$ cat src/rtl/cpu_pkg.sv
// Shared definitions for the multicycle CPU front end: widths, opcode
// field constants, the NOP substituted on a fetch timeout, and the fetch
// FSM state type.
package cpu_pkg;

    localparam int AW = 13;
    localparam int DW = 8;

    localparam logic [2:0] OP_JMP = 3'b110;
    localparam logic [2:0] OP_DI  = 3'b111;

    // Opcode 111 with a zero operand field: executes as a harmless no-op.
    localparam logic [7:0] NOP_INSTR = 8'hE0;

    typedef enum logic [1:0] {
        IDLE = 2'd0,
        REQ  = 2'd1,
        DONE = 2'd2
    } fetch_state_t;

endpackage

$ cat src/rtl/fetch_unit.sv
// Instruction-fetch front end. Owns PC, IR, TR and DI, performs one
// handshaked byte read per accepted IR/TR write strobe, and substitutes a
// NOP (with a sticky bus error) when memory fails to answer in time.
module fetch_unit
    import cpu_pkg::*;
#(
    parameter int AW      = cpu_pkg::AW,
    parameter int DW      = cpu_pkg::DW,
    parameter int TIMEOUT = 15
) (
    input  logic          clk,
    input  logic          rst,
    input  logic          pc_inc,
    input  logic          pc_or_tr,
    input  logic          pc_load_en,
    input  logic          ir_write_en,
    input  logic          tr_write_en,
    input  logic          di_load_en,
    output logic [AW-1:0] mem_addr,
    output logic          mem_req,
    input  logic [DW-1:0] mem_rdata,
    input  logic          mem_ack,
    output logic [AW-1:0] pc,
    output logic [DW-1:0] ir,
    output logic [DW-1:0] tr,
    output logic [4:0]    di,
    output logic [AW-1:0] op_addr,
    output logic          busy,
    output logic          bus_err
);

    // Wait counter value in the final REQ cycle before giving up.
    localparam logic [7:0] CNT_LAST = 8'(TIMEOUT - 1);

    fetch_state_t  state_reg;
    logic          tgt_ir_reg;    // 1: fetch targets IR, 0: TR
    logic          inc_reg;       // apply PC+1 when the fetch completes
    logic [AW-1:0] addr_reg;      // address held for the whole request
    logic [7:0]    cnt_reg;       // REQ cycles elapsed without an ack

    // Operand / jump address formed from the low IR bits and the second byte.
    assign op_addr = {ir[4:0], tr};

    // Address follows the select while idle, then stays frozen for the fetch.
    assign mem_addr = (state_reg == IDLE) ? (pc_or_tr ? pc : op_addr) : addr_reg;

    // Fetch FSM and architectural registers.
    always_ff @(posedge clk or posedge rst) begin
        if (rst) begin
            state_reg  <= IDLE;
            tgt_ir_reg <= 1'b0;
            inc_reg    <= 1'b0;
            addr_reg   <= '0;
            cnt_reg    <= '0;
            mem_req    <= 1'b0;
            busy       <= 1'b0;
            bus_err    <= 1'b0;
            pc         <= '0;
            ir         <= '0;
            tr         <= '0;
            di         <= '0;
        end else begin
            case (state_reg)
                IDLE: begin
                    if (pc_load_en) begin
                        pc <= op_addr;
                    end
                    if (di_load_en) begin
                        di <= ir[4:0];
                    end
                    if (ir_write_en || tr_write_en) begin
                        tgt_ir_reg <= ir_write_en;
                        // A simultaneous jump owns the PC; drop the increment.
                        inc_reg    <= pc_inc & ~pc_load_en;
                        addr_reg   <= pc_or_tr ? pc : op_addr;
                        cnt_reg    <= '0;
                        mem_req    <= 1'b1;
                        busy       <= 1'b1;
                        state_reg  <= REQ;
                    end
                end
                REQ: begin
                    if (mem_ack || (cnt_reg == CNT_LAST)) begin
                        if (tgt_ir_reg) begin
                            ir <= mem_ack ? mem_rdata : DW'(NOP_INSTR);
                        end else begin
                            tr <= mem_ack ? mem_rdata : DW'(NOP_INSTR);
                        end
                        if (!mem_ack) begin
                            bus_err <= 1'b1;
                        end
                        if (inc_reg) begin
                            pc <= pc + AW'(1);
                        end
                        mem_req   <= 1'b0;
                        state_reg <= DONE;
                    end else begin
                        cnt_reg <= cnt_reg + 8'd1;
                    end
                end
                DONE: begin
                    busy      <= 1'b0;
                    state_reg <= IDLE;
                end
                default: begin
                    mem_req   <= 1'b0;
                    busy      <= 1'b0;
                    state_reg <= IDLE;
                end
            endcase
        end
    end

endmodule

$ cat config.mk
export PLATFORM = sky130hd
export DESIGN_NAME = fetch_unit
export DESIGN_NICKNAME = d
export VERILOG_FILES = /design/src/rtl/cpu_pkg.sv /design/src/rtl/fetch_unit.sv
export SDC_FILE = /design/constraint.sdc
export NUM_CORES = 1
export LEC_CHECK = 0
export CAP_MARGIN = 5
export CELL_PAD_IN_SITES_DETAIL_PLACEMENT = 2
export CELL_PAD_IN_SITES_GLOBAL_PLACEMENT = 2
export CORE_UTILIZATION = 32
export CTS_CLUSTER_DIAMETER = 30
export CTS_CLUSTER_SIZE = 30
export DETAILED_ROUTE_END_ITERATION = 8
export PLACE_DENSITY_LB_ADDON = 0.1
export SLEW_MARGIN = 15
export SYNTH_ARGS = -nofsm -noshare
export SYNTH_HDL_FRONTEND = slang
export SYNTH_SLANG_ARGS = --single-unit
$ cat constraint.sdc
create_clock -name clk -period 5.55 [get_ports clk]
set_input_delay 0.8325 -clock clk [delete_from_list [all_inputs] [get_ports clk]]
set_output_delay 0.8325 -clock clk [all_outputs]
set_load 0.01 [all_outputs]
==> Yosys cells after proc, flatten, opt, wreduce, memory -nomap -nowiden <==
Index checks and enable logic that the tools add are counted.
{ "word_totals": {"ff_bits": 62, "latchBits": 0, "ramBits": 0, "rom_bits": 0, "in_bits": 17, "output_inout_bits": 63, "elab_cells": 59, "n_memories": 0} }
{ "classes": {"add_sub_neg": 2, "n_mul": 0, "div_mod_pow": 0, "n_lt_le_gt_ge": 0, "n_eq_ne": 8, "shifts": 0, "muxes": 17, "bitwise_logic": 6, "n_reduce_logical": 14} }
{ "ops": {"columns": ["op", "count"], "rows": [
  ["13-bit 2-to-1 mux", 5],
  ["13-bit one-hot mux with 2 select lines", 1],
  ["8-bit 2-to-1 mux", 3],
  ["8-bit one-hot mux with 2 select lines", 1],
  ["3-bit AND reduction", 5],
  ["13-bit by 1-bit adder with 13-bit output (second input constant)", 1],
  ["8-bit by 1-bit adder with 8-bit output (second input constant)", 1],
  ["8-bit by 4-bit equality test with 1-bit output (second input constant)", 1],
  ["2-bit inequality test (second input constant)", 4],
  ["2-bit AND reduction", 4],
  ["1-bit inverter", 5],
  ["2-bit 2-to-1 mux", 2],
  ["2-bit one-hot mux with 2 select lines", 1],
  ["4-bit AND reduction", 1],
  ["1-bit one-hot mux with 3 select lines", 1],
  ["2-bit by 1-bit equality test with 1-bit output (second input constant)", 1],
  ["2-bit equality test (second input constant)", 1],
  ["2-bit zero test", 1],
  ["1-bit logical OR", 2],
  ["1-bit 2-to-1 mux", 2],
  ["2-bit by 1-bit inequality test with 1-bit output (second input constant)", 1],
  ["1-bit one-hot mux with 2 select lines", 1],
  ["2-bit nonzero test", 1],
  ["1-bit bitwise AND", 1]
]} }

==> Logic depth before layout (Yosys ltp) <==
Gate-level depths: netlist of the first run.
{ "logic_depth": {"depth_word": 4, "mapped_depth": 7, "mapped_depth_nobuf": 6} }

==> Worst setup path after synthesis of the first run <==
Ideal clock, no wire load.
{ "synth_path": {"kind": "input port to output port", "startpoint": "in pc_or_tr", "endpoint": "out mem_addr[8]", "t_arrival_ps": 1668, "t_required_ps": 4718, "path_slack_ps": 3050, "path_stages": 4, "path_cell_list": "clkbuf_1 -> buf_2 -> mux2i_1 -> a21oi_1"} }
{ "synth_between": {"elab_chain_len": 2} }
{ "synth_rtl": {"columns": ["item", "line_no", "rtl"], "rows": [
  ["from (decl)", "fetch_unit.sv:14", "input logic pc_or_tr,"],
  ["13-bit 2-to-1 mux (2 in series)", "fetch_unit.sv:45", "assign mem_addr = (state_reg == IDLE) ? (pc_or_tr ? pc : op_addr) : addr_reg;"],
  ["to (decl)", "fetch_unit.sv:19", "output logic [AW-1:0] mem_addr,"]
]} }
Every way passes these cells.

==> Final worst setup path of the first run <==
{ "layout_path": {"startpoint": "in pc_or_tr", "endpoint": "out mem_addr[1]"} }
The elaborated chain is that of the path after synthesis.

==> results of run 1 <==
area by class of cell:
class,count,area share (%)
sequential,62,36.70
clock buffer,10,3.255
multi-input combinational,224,33.97
timing repair buffer,83,19.41
tap,133,3.936
clock inverter,6,2.012
inverter,8,0.7103
cell families after synthesis:
family	after synthesis	synth area share, %
mux	21	6.914
buf+inv	40	6.953
xor+xnor	1	0.2735
flops	62	48.44
fa+ha+maj	3	1.172
simple gates	94	15.12
compound gates	105	21.13
layout by cell type (no fill, tap or decap), types with 3 or more instances in the layout:
cell type,instances
clkdlybuf4s50_1,79
dfrtp_1,62
nand2_1,28
a21oi_1,27
o21ai_0,25
nor2_1,20
mux2i_1,15
a31oi_1,13
a22o_1,11
clkbuf_8,10
nand3_1,9
inv_1,7
o22a_1,6
nand4_1,5
mux2_2,5
or3_1,4
and3_1,4
buf_4,4
nand2b_1,3
or2_2,3
o21ai_2,3
o22ai_1,3
o32ai_1,3
o41ai_1,3
ha_1,3
worst max-delay path: cells and delay by family:
| kind | cells | cell delay, ns |
|---|---|---|
| muxes | 1 | 0.26 |
| AOI/OAI and AO/OA | 1 | 0.22 |
| buffers and inverters | 2 | 1.61 |
worst max-delay path by stage:
stage | from | endpoint | slack [ns]
floorplan | pc_or_tr | mem_addr[8] | 3.05
global placement | pc_or_tr | mem_addr[2] | 1.75
detailed placement | pc_or_tr | mem_addr[2] | 1.75
CTS | pc_or_tr | mem_addr[1] | 1.77
global route | pc_or_tr | mem_addr[2] | 1.68
finish | pc_or_tr | mem_addr[1] | 1.78
per-layer routing:
metal,vias to the layer above,routed length [um],share of wire (%),global-route usage (%)
met5,-,0,0,0
met4,0,58,0.56,5.604
met1,1461,5146,50,31.17
met2,57,4816,47,33.51
li1,1296,-,-,-
met3,4,322,3.1,2.873
through the flow:
step	std cells	utilization (%)
after global placement	510	41.14
after detailed placement	510	41.14
after global routing	526	43.45
final	526	43.45
after CTS	526	43.43
after floorplan	326	-
report_power, final:
part           leakage, uW  total (uW)  switching, uW  internal, uW
logic             0.000906        1410            704           711
clock network     0.000108         448            185           264
registers         0.000760         906            263           643
==> metrics, run 1 <==
total clock sinks=62; Detail Route Antenna Nets=0; Post-DP Area=4003 um2; DP HPWL=7196 um; Crit Path Class=primary input to output port; GRT Total Usage=21.43%; Fin. Hold Viols=0; Min Clock Period, post-route=3.765 ns; DR vias=2818; final RePlAce weighted congestion=0.7942; row count=36; Slew Viols, Final=0; Clock Path Buffers=2; final WL=10340 um; Worst-Skew Late Latency=0.33 ns; Worst Hold End=bus_err$_DFFE_PP0P_; Area Growth Syn to Fin=31.99%; DRC Markers=0; reg2reg end=pc[0]$_DFFE_PP0P_; drt pass-1 iters=4; DR iter-0 viols=105; fill count=1057; Ys Warns=0; critical path endpoint category=output port; unrepaired setup endpoints after global routing=false; wire length per cell=19.66 um; sequential fraction of the synthesis area=48.44%; post_cts resized=0; worst hold slack=0.4753 ns; Mapped Cells=326; vias in the first global route=3056; largest stage delay on the critical path=1.05 ns; Mapped Area=3203 um2; Top Ports=80; dpl ws=1.747 ns; # hold bufs at CTS=0; count leader, synth=dfrtp_1; Total Die Area=10410 um2; worst-path fanout max=13; Slowest cell on crit path=clkdlybuf4s50_1; fin nets=408; Design Power=2769 uW; TritonCTS clock tree=yes; Pwr per Cell Area=655.0 nW/um2; post-route cell area=4228 um2; Hold Path Stages=1; Max-Cap Viols=0; worst hold path type=flip-flop to flip-flop; Die Ht=102.0 um; layout cells sized above 1=10.69%; ranking of synthesized cells by area=dfrtp_1, mux2i_1, a21oi_1, o21ai_0, nand2_1; post-route setup slack=1.785 ns; EDFF count, synth=0; Die X=102.0 um; slew of the pin with the lowest slew margin=0.8824 ns; ys flop type=dfrtp_1; CTS buffer count=9; first-pass GRT wire length=16840 um; ys async rst share=100.0%; number of I/O port buffers=79; gr ovfl total=0; Final setup viols=0; Starting Density=32.92%; Mapped Avg Cell Area=9.825 um2; Yosys cell types=49; outcome=finished, final reports clean; core area=9729 um2; Synthesized Nets=346; Hold Startpoint=bus_err$_DFFE_PP0P_; Post-synth top cells=dfrtp_1, nand2_1, a21oi_1; largest net degree at the start of global routing=63; Post-CTS Setup Inserts=0; area of the multi-input gates=1436 um2; Worst-path clk slew=0.08 ns; root buffer cell=clkbuf_8; Seq cells post-synth=62; CP startpoint kind=primary input; register area=1551 um2; leakage power=0.001774 uW; Max transition margin=40.99%; largest area contributor in the netlist=dfrtp_1; # H-tree levels=3; CP required=4.72 ns; mean number of vias per cell=5.357; Worst IR Drop VDD=239.6 uV; Inserted Diodes=0; cells along the critical path=clkdlybuf4s50_1 > mux2i_1 > a21oi_1 > clkdlybuf4s50_1; worst r2r src=cnt_reg[3]$_DFFE_PP0P_; R2R Setup Slk=3.28 ns; area share of the largest cell type after synthesis=48.44%; setup total negative slack=0 ns; most frequent CP cell=clkdlybuf4s50_1; Final period util=67.84%; initial antenna violation count=0; Peak Freq=265.6 MHz; Layout Skew=0.01155 ns; Worst EP arrival=2.93 ns; R2R cell count=4
(Power assumes the default switching activity.)
==> run 2, diff against run 1 <==
CORE_UTILIZATION = 30   (was 32)
clock period = 3.9 ns   (was 5.55 ns; I/O delays follow)
==> run 2 against run 1 <==
  * Utilization is 2.3 points lower
  * Cell count is 0.95% higher
  * Global-route usage shrank 1.1 points
  * Wire length rose by 1.9%
  * Critical path depth is 1 higher
  * First-iteration DRC count down 2.9%
  * Non-clock buffer count rose by 2
  * Clock-buffer cell count stayed put
==> metrics, run 2 (synthesized netlist as in run 1, its figures left out) <==
Crit path max-delay family=buffers and inverters (unchanged); R2R Setup Slk=1.62 ns (was 3.28 ns); most frequent cells in the layout=clkdlybuf4s50_1, dfrtp_1, nand2_1, a21oi_1, o21ai_0 (unchanged); vias in the first global route=3129 (was 3056); wire length per cell=19.84 um (was 19.66 um); worst hold path type=flip-flop to flip-flop (unchanged); post-route setup slack=1.110 ns (was 1.785 ns); worst r2r src=cnt_reg[4]$_DFFE_PP0P_ (was cnt_reg[3]$_DFFE_PP0P_); Detail Route Antenna Nets=0 (unchanged); Final setup viols=0 (unchanged); Inserted Diodes=0 (unchanged); most frequent CP cell=clkdlybuf4s50_1 (unchanged); core area=10320 um2 (was 9729 um2); Area Growth Syn to Fin=32.50% (was 31.99%); number of I/O port buffers=79 (unchanged); mean number of vias per cell=5.373 (was 5.357); Starting Density=31.03% (was 32.92%); Layout Skew=0.01109 ns (was 0.01155 ns); largest stage delay on the critical path=0.49 ns (was 1.05 ns); CP startpoint=pc_or_tr (unchanged); worst-path fanout max=13 (unchanged); R2R cell count=4 (unchanged); Worst EP arrival=2.21 ns (was 2.93 ns); root buffer cell=clkbuf_8 (unchanged); DR vias=2853 (was 2818); final RePlAce weighted congestion=0.7892 (was 0.7942); final WL=10540 um (was 10340 um); Min Clock Period, post-route=2.790 ns; GRT Total Usage=20.32% (was 21.43%); leakage power=0.001784 uW (was 0.001774 uW); first-pass GRT wire length=17150 um (was 16840 um); Slew Viols, Final=0 (unchanged); Worst-path clk slew=0.07 ns (was 0.08 ns); initial antenna violation count=0 (unchanged); unrepaired setup endpoints after global routing=false (unchanged); # hold bufs at CTS=0 (unchanged); setup total negative slack=0 ns (unchanged); Clock Path Buffers=2 (unchanged); commonest non-fill, non-tap cell in the layout=clkdlybuf4s50_1 (unchanged); DR iter-0 viols=102 (was 105); critical path endpoint category=output port (unchanged); Die X=105.3 um (was 102.0 um); TritonCTS clock tree=yes (unchanged); Fin. Hold Viols=0 (unchanged); Inst Count DP=515 (was 510); Max transition margin=39.68% (was 40.99%); total clock sinks=62 (unchanged); post_cts resized=0 (unchanged); fill count=1123 (was 1057); Post-CTS Setup Inserts=0 (unchanged); DP HPWL=7564 um (was 7196 um); Crit Path Class=primary input to output port (unchanged); # H-tree levels=3 (unchanged); Worst-Skew Late Latency=0.35 ns (was 0.33 ns); cells along the critical path=clkdlybuf4s50_1 > buf_4 > mux2i_1 > a21oi_1 > clkdlybuf4s50_1 (was clkdlybuf4s50_1 > mux2i_1 > a21oi_1 > clkdlybuf4s50_1); Top Ports=80 (unchanged); dpl ws=1.086 ns (was 1.747 ns); CTS buffer count=9 (unchanged); drt pass-1 iters=4 (unchanged); Layout Utilization=41.11% (was 43.45%); CP required=3.31 ns (was 4.72 ns); Total Die Area=11090 um2 (was 10410 um2); Worst IR Drop VDD=293.6 uV (was 239.6 uV); CP Buf/Inv Count=3 (was 2); Die Ht=105.3 um (was 102.0 um); gr ovfl total=0 (unchanged); reg2reg end=pc[0]$_DFFE_PP0P_ (unchanged); Max-Cap Viols=0 (unchanged); Peak Freq=358.4 MHz; outcome=finished, final reports clean (unchanged); slew of the pin with the lowest slew margin=0.9008 ns (was 0.8824 ns); Pwr per Cell Area=928.6 nW/um2 (was 655.0 nW/um2); Final period util=71.55%; layout cells sized above 1=10.89% (was 10.69%); fin nets=410 (was 408); crit path to=mem_addr[0] (was mem_addr[1]); Cell Count, Final, Fillers Out=531 (was 526); largest net degree at the start of global routing=37 (was 63); row count=37 (was 36); Hold Startpoint=addr_reg[11]$_DFFE_PP0P_ (was bus_err$_DFFE_PP0P_); DRC Markers=0 (unchanged); CP startpoint kind=primary input (unchanged); Levels on crit path=5 (was 4); Slowest cell on crit path=clkdlybuf4s50_1 (unchanged)
==> run 2: cell types whose count changed in the layout (fill, tap and decap cells not counted) <==
cell	before	now
buf_4	4	6
nor2_1	20	21
nor2_2	2	1
==> run 2: routing by layer <==
| metal | GRT usage, % | part of all wire [%] | vias up |
|---|---|---|---|
| met2 | 31.25 | 46 | 78 |
| met5 | 0 | 0 | - |
| met3 | 4.762 | 4.2 | 14 |
| li1 | - | - | 1313 |
| met1 | 27.91 | 48 | 1448 |
| met4 | 7.042 | 1.5 | 0 |
==> run 2: per-stage QoR <==
stage | cell area (um2) | hold slack, ns | total power, uW
global placement | 4021 | 0.4636 | 3272
global route | 4244 | 0.5257 | 4231
detailed placement | 4021 | 0.4751 | 3321
CTS | 4244 | 0.4906 | 3988
floorplan | 3203 | 0.4496 | 2314
finish | 4244 | 0.4894 | 3941
==> run 2: how the worst min path moves through the flow <==
stage | endpoint | slack [ns] | cells after the start
finish | addr_reg[11]$_DFFE_PP0P_ | 0.49 | 2
global route | addr_reg[10]$_DFFE_PP0P_ | 0.53 | 2
CTS | addr_reg[11]$_DFFE_PP0P_ | 0.49 | 2
detailed placement | addr_reg[11]$_DFFE_PP0P_ | 0.48 | 2
global placement | addr_reg[7]$_DFFE_PP0P_ | 0.46 | 2
floorplan | inc_reg$_DFFE_PP0P_ | 0.45 | 2
==> run 2: final cells by class <==
cell class	count	area [um2]	area share (%)
Sequential cell	62	1551	36.56
Multi-Input combinational cell	224	1434	33.79
Timing Repair Buffer	85	835.8	19.69
Tap cell	136	170.2	4.009
Clock buffer	10	137.6	3.243
Clock inverter	6	85.08	2.005
Inverter	8	30.03	0.7075
==> run 2: report_power, final <==
part           leakage (uW)  internal, uW  switching, uW
Clock              0.000108           375            265
Combinational      0.000915          1020            990
Sequential         0.000760           914            376
Total               0.00178          2310           1630
==> run 2: tightest hold or removal path, stage by stage (launching register included) <==
cell and delay (ns):
dfrtp_1 0.35, nand2_1 0.05, o21ai_0 0.06
==> run 3, diff against run 2 <==
clock period = 2.91 ns   (was 3.9 ns; I/O delays follow)
==> run 3 against run 2 <==
  * Via count decreased by 1.2%
  * Sequential power is 33% higher
  * Utilization about the same
  * Power rose by 32%
  * Non-clock buffer count unchanged
  * Largest power group unchanged
==> metrics, run 3 (synthesized netlist as in run 1, its figures left out) <==
most frequent cells in the layout=clkdlybuf4s50_1, dfrtp_1, nand2_1, a21oi_1, o21ai_0 (unchanged); Pwr per Cell Area=1225 nW/um2 (was 928.6 nW/um2); worst hold path type=primary input to async pin (was flip-flop to flip-flop); DRC Markers=0 (unchanged); unrepaired setup endpoints after global routing=false (unchanged); Inserted Diodes=0 (unchanged); largest stage delay on the critical path=0.56 ns (was 0.49 ns); largest net degree at the start of global routing=38 (was 37); Area Growth Syn to Fin=32.62% (was 32.50%); first-pass GRT wire length=16840 um (was 17150 um); area of the multi-input gates=1434 um2 (unchanged); DP HPWL=7308 um (was 7564 um); # hold bufs at CTS=0 (unchanged); fill count=1104 (was 1123); Max-Cap Viols=0 (unchanged); Worst IR Drop VDD=433.6 uV (was 293.6 uV); Worst-Skew Late Latency=0.35 ns (about the same); Detail Route Antenna Nets=0 (unchanged); Slowest cell on crit path=clkdlybuf4s50_1 (unchanged); final RePlAce weighted congestion=0.7678 (was 0.7892); wire length per cell=18.94 um (was 19.84 um); outcome=finished, final reports clean (unchanged); Peak Freq=395.1 MHz; setup total negative slack=0 ns (unchanged); Max transition margin=53.56% (was 39.68%); final WL=10060 um (was 10540 um); Die X=105.3 um (unchanged); Starting Density=31.03% (unchanged); Total Die Area=11090 um2 (unchanged); root buffer cell=clkbuf_8 (unchanged); DR iter-0 viols=142 (was 102); critical path endpoint category=output port (unchanged); Min Clock Period, post-route=2.531 ns; initial antenna violation count=0 (unchanged); DR vias=2820 (was 2853); Layout Skew=0.008099 ns (was 0.01109 ns); post_cts resized=0 (unchanged); Design Power=5205 uW (was 3941 uW); Post-DP Area=4046 um2 (was 4021 um2); number of I/O port buffers=79 (unchanged); fin nets=410 (unchanged); layout cells sized above 1=10.38% (was 10.89%); Die Ht=105.3 um (unchanged); Crit Path Class=flip-flop to output port (was primary input to output port); # H-tree levels=3 (unchanged); Top Ports=80 (unchanged); Slew Viols, Final=0 (unchanged); Post-CTS Setup Inserts=0 (unchanged); Fin. Hold Viols=0 (unchanged); mean number of vias per cell=5.311 (was 5.373); Clock Path Buffers=2 (unchanged); core area=10320 um2 (unchanged); drt pass-1 iters=4 (unchanged); Layout Utilization=41.15% (was 41.11%); commonest non-fill, non-tap cell in the layout=clkdlybuf4s50_1 (unchanged); CP required=2.47 ns (was 3.31 ns); leakage power=0.001784 uW (about the same); GRT Total Usage=19.86% (was 20.32%); Final period util=86.97%; Cell Count, Final, Fillers Out=531 (unchanged); post-route cell area=4248 um2 (was 4244 um2); CTS buffer count=9 (unchanged); vias in the first global route=3054 (was 3129); worst-path fanout max=30 (was 13); Final setup viols=0 (unchanged); Worst EP arrival=2.09 ns (was 2.21 ns); TritonCTS clock tree=yes (unchanged); register area=1551 um2 (unchanged); gr ovfl total=0 (unchanged); row count=37 (unchanged); CP startpoint kind=flip-flop (was primary input); Worst-path clk slew=0.07 ns (about the same); slew of the pin with the lowest slew margin=0.6965 ns (was 0.9008 ns); Inst Count DP=515 (unchanged); total clock sinks=62 (unchanged); cells along the critical path=nor2_2 > buf_12 > nor2_1 > a21oi_1 > clkdlybuf4s50_1 (was clkdlybuf4s50_1 > buf_4 > mux2i_1 > a21oi_1 > clkdlybuf4s50_1)
[run 3: cell count changes in the layout (fill, tap and decap cells not counted), sizes merged]
cell      before  now
bufinv         2    1
clkbuf        10   13
clkinv         2    1
clkinvlp       2    1
[run 3: critical path, delay by kind of cell (launching register included)]
kind / cells / cell delay [ns]
DFF: 1 / 0.47
buffers and inverters: 2 / 0.78
and+or+nand+nor: 2 / 0.34
AOI/OAI and AO/OA: 1 / 0.15
[run 3: through the flow]
step / hold WS [ns] / worst slack [ns]
final: 0.4788 / 0.3790
after global routing: 0.5203 / 0.2358
after CTS: 0.4887 / 0.3417
after detailed placement: 0.4712 / 0.4109
after global placement: 0.4622 / 0.4220
after floorplan: 0.4496 / 0.9321
[run 3: layout make-up]
class,instances,area share [%]
Sequential cell,62,36.52
Multi-Input combinational cell,224,33.76
Timing Repair Buffer,85,20.27
Tap cell,136,4.006
Clock buffer,13,3.741
Clock inverter,3,1.001
Inverter,8,0.7069
[run 3: final timing paths]
| path | from | endpoint | slack, ns | depth (start not counted) |
|---|---|---|---|---|
| min in group clk | bus_err$_DFFE_PP0P_ | bus_err$_DFFE_PP0P_ | 0.49 | 1 |
| hold / removal | rst | addr_reg[0]$_DFFE_PP0P_ | 0.48 | 2 |
| setup / recovery | state_reg[1]$_DFFE_PP0P_ | mem_addr[3] | 0.38 | 5 |
| hold reg to reg | bus_err$_DFFE_PP0P_ | bus_err$_DFFE_PP0P_ | 0.49 | 1 |
| setup reg to reg | cnt_reg[4]$_DFFE_PP0P_ | pc[0]$_DFFE_PP0P_ | 0.68 | 4 |
| max in group asynchronous | rst | ir[3]$_DFFE_PP0P_ | 1.81 | 3 |
[run 3: power by group]
part / internal, uW / leakage (uW) / switching [uW]
sequential: 1230 / 0.000760 / 487
combinational: 1390 / 0.000924 / 1320
clock: 442 / 0.0000996 / 346
total: 3060 / 0.00178 / 2150
[run 3: routing by layer]
layer | routed length (um) | up-vias | share of wire, % | global-route usage, %
li1 | - | 1314 | - | -
met1 | 5124 | 1427 | 51 | 28.66
met2 | 4469 | 69 | 44 | 29.42
met3 | 351 | 10 | 3.5 | 3.587
met4 | 114 | 0 | 1.1 | 7.545
met5 | 0 | - | 0 | 0
